[config.mk]
export PLATFORM = sky130hd
export DESIGN_NAME = switch_input_conditioner
export DESIGN_NICKNAME = d
export VERILOG_FILES = /design/src/rtl/switch_input_conditioner.sv
export SDC_FILE = /design/constraint.sdc
export NUM_CORES = 1
export LEC_CHECK = 0
export BUFFER_PORTS_ARGS = -buffer_cell sky130_fd_sc_hd__buf_2
export CAP_MARGIN = 5
export CORE_UTILIZATION = 38
export DETAILED_ROUTE_END_ITERATION = 10
export PLACE_DENSITY = 0.55
export SYNTH_ARGS = -nofsm -noshare
export SYNTH_HDL_FRONTEND = slang
export SYNTH_SLANG_ARGS = --single-unit
[constraint.sdc]
create_clock -name clk -period 2.45 [get_ports clk]
set_input_delay 0.245 -clock clk [delete_from_list [all_inputs] [get_ports clk]]
set_output_delay 0.245 -clock clk [all_outputs]
set_load 0.03 [all_outputs]
[src/rtl/switch_input_conditioner.sv]
// switch_input_conditioner: synchronises and debounces the DE0 slide switches and
// turns a rising toggle of SW[8] into a one-shot data word with valid/ready and overrun.
module switch_input_conditioner #(
    parameter int DEBOUNCE_CYCLES = 500000,
    parameter int DATA_W = 8
) (
    input  logic              clk,
    input  logic              reset,
    input  logic [9:0]        SW,
    output logic [9:0]        sw_stable,
    output logic [DATA_W-1:0] data_out,
    output logic              data_valid,
    input  logic              data_ready,
    output logic              overrun,
    input  logic              overrun_clr,
    output logic              mode
);
    localparam int CW = $clog2(DEBOUNCE_CYCLES);
    localparam logic [CW-1:0] CNT_MAX = CW'(DEBOUNCE_CYCLES - 1);

    typedef enum logic {IDLE, FULL} state_t;

    state_t        state;
    logic [9:0]    s1, s2, cand;
    logic [CW-1:0] cnt;
    logic          prev8, load_evt;

    assign load_evt = sw_stable[8] && !prev8;
    assign mode = sw_stable[9];

    // One counter for the whole vector: a bounce on any bit restarts every bit.
    always_ff @(posedge clk or posedge reset) begin
        if (reset) begin
            s1 <= '0;
            s2 <= '0;
            cand <= '0;
            cnt <= '0;
            sw_stable <= '0;
            prev8 <= 1'b0;
        end else begin
            s1 <= SW;
            s2 <= s1;
            prev8 <= sw_stable[8];
            if (s2 != cand) begin
                cand <= s2;
                cnt <= '0;
            end else if (cnt == CNT_MAX) begin
                sw_stable <= cand;
            end else begin
                cnt <= cnt + CW'(1);
            end
        end
    end

    always_ff @(posedge clk or posedge reset) begin
        if (reset) begin
            state <= IDLE;
            data_out <= '0;
            data_valid <= 1'b0;
            overrun <= 1'b0;
        end else begin
            if (state == IDLE) begin
                if (load_evt) begin
                    data_out <= sw_stable[DATA_W-1:0];
                    data_valid <= 1'b1;
                    state <= FULL;
                end
            end else if (load_evt && data_ready) begin
                data_out <= sw_stable[DATA_W-1:0];
            end else if (data_ready) begin
                data_valid <= 1'b0;
                state <= IDLE;
            end
            if (state == FULL && load_evt && !data_ready) overrun <= 1'b1;
            else if (overrun_clr) overrun <= 1'b0;
        end
    end
endmodule
==> results by group <==
Route
  – Via count: 1747
  – DRT iter0 DRCs: 25
  – Avg Vias per Cell: 4.79
  – Avg WL per Cell: 13.2 µm
  – Antenna viol nets, final: 0
  – Post-route DRC: 0
  – Routed wire length: 4830 µm
  – Detailed Routing Iterations Pass 1: 4

Finish
  – Final Core Density: 0.484
  – Layout cells sized above 1: 0.294
  – Non-Filler Instances: 365
  – Synth-to-Final Area Change: 20.6%
  – Layout Nets: 280
  – Highest-count cells in the layout ignoring fill and taps: 71 x dfrtp_1, 34 x buf_2, 18 x mux2_2
  – Antenna cells: 0
  – Most common cell after layout, fill and taps aside: dfrtp_1

Placed design
  – Placed Cells incl. Taps: 338
  – RD Place Congestion: 0.790
  – Placed wire-length estimate: 3130 µm
  – Number of port buffers: 34

Clock tree
  – CTS Sinks: 71
  – Setup Buffers After CTS: 0
  – Cts repair resizes: 0
  – CTS tree: built
  – CTS Hold Bufs: 8
  – Root buf cell: clkbuf_8
  – Cts bufs inserted: 9
  – Max clock buf depth: 2
  – Clock latency on the worst-skew pair: 0.34 ns
  – Clock-pin slew of the registers on the worst-case setup and hold paths: 0.07 ns
  – H-tree levels: 3

Pwr
  – Max IR drop VDD: 475 µV
  – Switching power: 475 µW
  – Clk pwr share: 0.404
  – Switching share of power: 0.220
  – Seq pwr share: 0.563
  – Pwr/cell area: 641 nW/µm²
  – Leak Pwr: 1.56 nW
  – Gate power share: 0.034
  – Internal power contribution: 1.68 mW

STA
  – Slew @ Worst Pin: 0.585 ns
  – Unrepaired setup endpoints after global routing: false
  – Clock Skew: 0.00660 ns
  – Fin crit period: 2.14 ns
  – Setup Viol. Count Final: 0
  – Relative slew slack: 0.607
  – Hold_ws: 0.0947 ns
  – Final period util: 0.874
  – Fmax: 467 MHz
  – Max-slew violations: 0
  – Final setup TNS: 0 ns
  – Fin. Hold Viols: 0

Synth
  – Synth top area share: 0.637
  – Post-synth EDFFs: 0
  – Register area share after synthesis: 0.637
  – Post-Synthesis Mean Instance Area: 12.7 µm²
  – Synth Register Bits: 71
  – YS warnings: 0
  – Post-synth net total: 236
  – Yosys cell types: 35
  – Asr flop ratio synth: 1.00
  – Top cells by area, synth: dfrtp_1 64%, mux2_2 7.3%, xor2_1 5.0%
  – Largest area contributor in the netlist: dfrtp_1
  – Mapped Area: 2790 µm²
  – Main flop type after synthesis: dfrtp_1
  – Synthesized instance count: 220

Global routing
  – GR Overflow Total: 0
  – Vias in the first global route: 1675
  – All-Layer GR Usage: 0.141
  – Largest net degree at the start of global routing: 72
  – Antenna violations before repair: 0
  – First-pass GRT wire length: 7960 µm

Setup path
  – Critical path type: register to register
  – Crit. End Element: register
  – Reg2Reg Setup Slack: 0.31 ns
  – Worst r2r dst: sw_stable[8]
  – WP data required: 2.67 ns
  – Crit path DAT: 2.37 ns
  – Crit Reg-Reg Startpoint: cnt[6]
  – Depth of the worst register-to-register path: 4
  – Max FO, Critical Path: 10
  – Startpoint class of the critical path: register

Die
  – Core Area: 6940 µm²
  – Initial Utilization: 0.401
  – Top Ports: 35
  – Die area: 7680 µm²
  – Rows: 30
  – Die Wd: 87.7 µm
  – Die height: 87.7 µm

Min path
  – Hold path cells: 2
  – Hold crit path type: input port to register
  – Hold Path Sink: overrun
  – Worst hold start: overrun_clr

Flow run
  – Max Cap Viol: 0

Run status
  – Status: finished, final reports clean
## metal layers
layer / share of wire / global-route usage
met4: 0.017 / 0.0581
met5: 0 / 0
met3: 0.038 / 0.0566
met2: 0.46 / 0.210
met1: 0.49 / 0.185
## synth_stat cells (2+ instances only)
cell type   n
xor2_1     16
nor2_1      9
or3_1       3
ha_1        2
nor3_1      5
nand4_1     8
a21oi_1    11
nand2b_1    2
nor4_1      3
dfrtp_1    71
mux2_2     18
o21ai_0     4
a31oi_1     2
clkbuf_1   16
and4_1      2
or4_1       4
and3_1      3
inv_1       2
o31ai_1     3
nand2_1    11
nor2b_1     2
nand3_1    10
## sequential cells by signal, summed over array words and instances, names as in the netlist
register,flops
state,1
cand,10
s2,10
data_valid,1
overrun,1
sw_stable,10
prev8,1
cnt,19
data_out,8
s1,10
## worst max-delay path by stage
stage | from | end | cells past startpoint
6_report | cnt[6] | sw_stable[8] | 4
5_1_grt | cnt[6] | sw_stable[5] | 4
4_1_cts | cnt[6] | sw_stable[8] | 4
3_5_place_dp | cnt[6] | sw_stable[8] | 4
3_3_place_gp | cnt[6] | sw_stable[7] | 4
2_1_floorplan | cnt[5] | sw_stable[0] | 5
## power by group through the flow
stage | combinational (mW) | sequential (mW) | clock [mW]
after detailed placement | 0.0616 | 1.24 | 0
after global routing | 0.0823 | 1.22 | 0.962
after global placement | 0.0620 | 1.24 | 0
final | 0.0722 | 1.21 | 0.870
after floorplan | 0.0374 | 1.23 | 0
after CTS | 0.0716 | 1.21 | 0.906
## metrics by stage
step	instance area (µm²)	setup WS (ns)	power (mW)
final	3360	0.308	2.16
after global routing	3360	0.221	2.26
after CTS	3330	0.295	2.19
after detailed placement	3060	0.316	1.30
after global placement	3060	0.340	1.30
after floorplan	2790	0.332	1.27
## worst max-delay path, cell delays in order (launching register included)
cell     delay (ns)
dfrtp_1        0.42
or4b_2         0.75
nor4_4         0.24
nand4_4        0.26
mux2_2         0.36
## kinds of logic (layout without fill, tap and decap cells)
family                     after synthesis  in the layout  synth area share
xor gates and xnor gates                17             17            0.0534
adders and majority gates                2              2           0.00898
AOI/OAI and AO/OA                       24             24            0.0503
muxes                                   18             18            0.0727
DFF                                     71             71             0.637
and+or+nand+nor                         68             68             0.146
buffers and inverters                   20             69            0.0310
## layout make-up
| type | count | area [µm²] |
|---|---|---|
| Fill cell | 641 | 3580 |
| Tap cell | 96 | 120 |
| Clock buffer | 12 | 165 |
| Multi-Input combinational cell | 129 | 925 |
| Inverter | 2 | 7.51 |
| Sequential cell | 71 | 1780 |
| Clock inverter | 4 | 28.8 |
| Timing Repair Buffer | 51 | 338 |
Note: power is estimated with default switching activity, not from simulation.
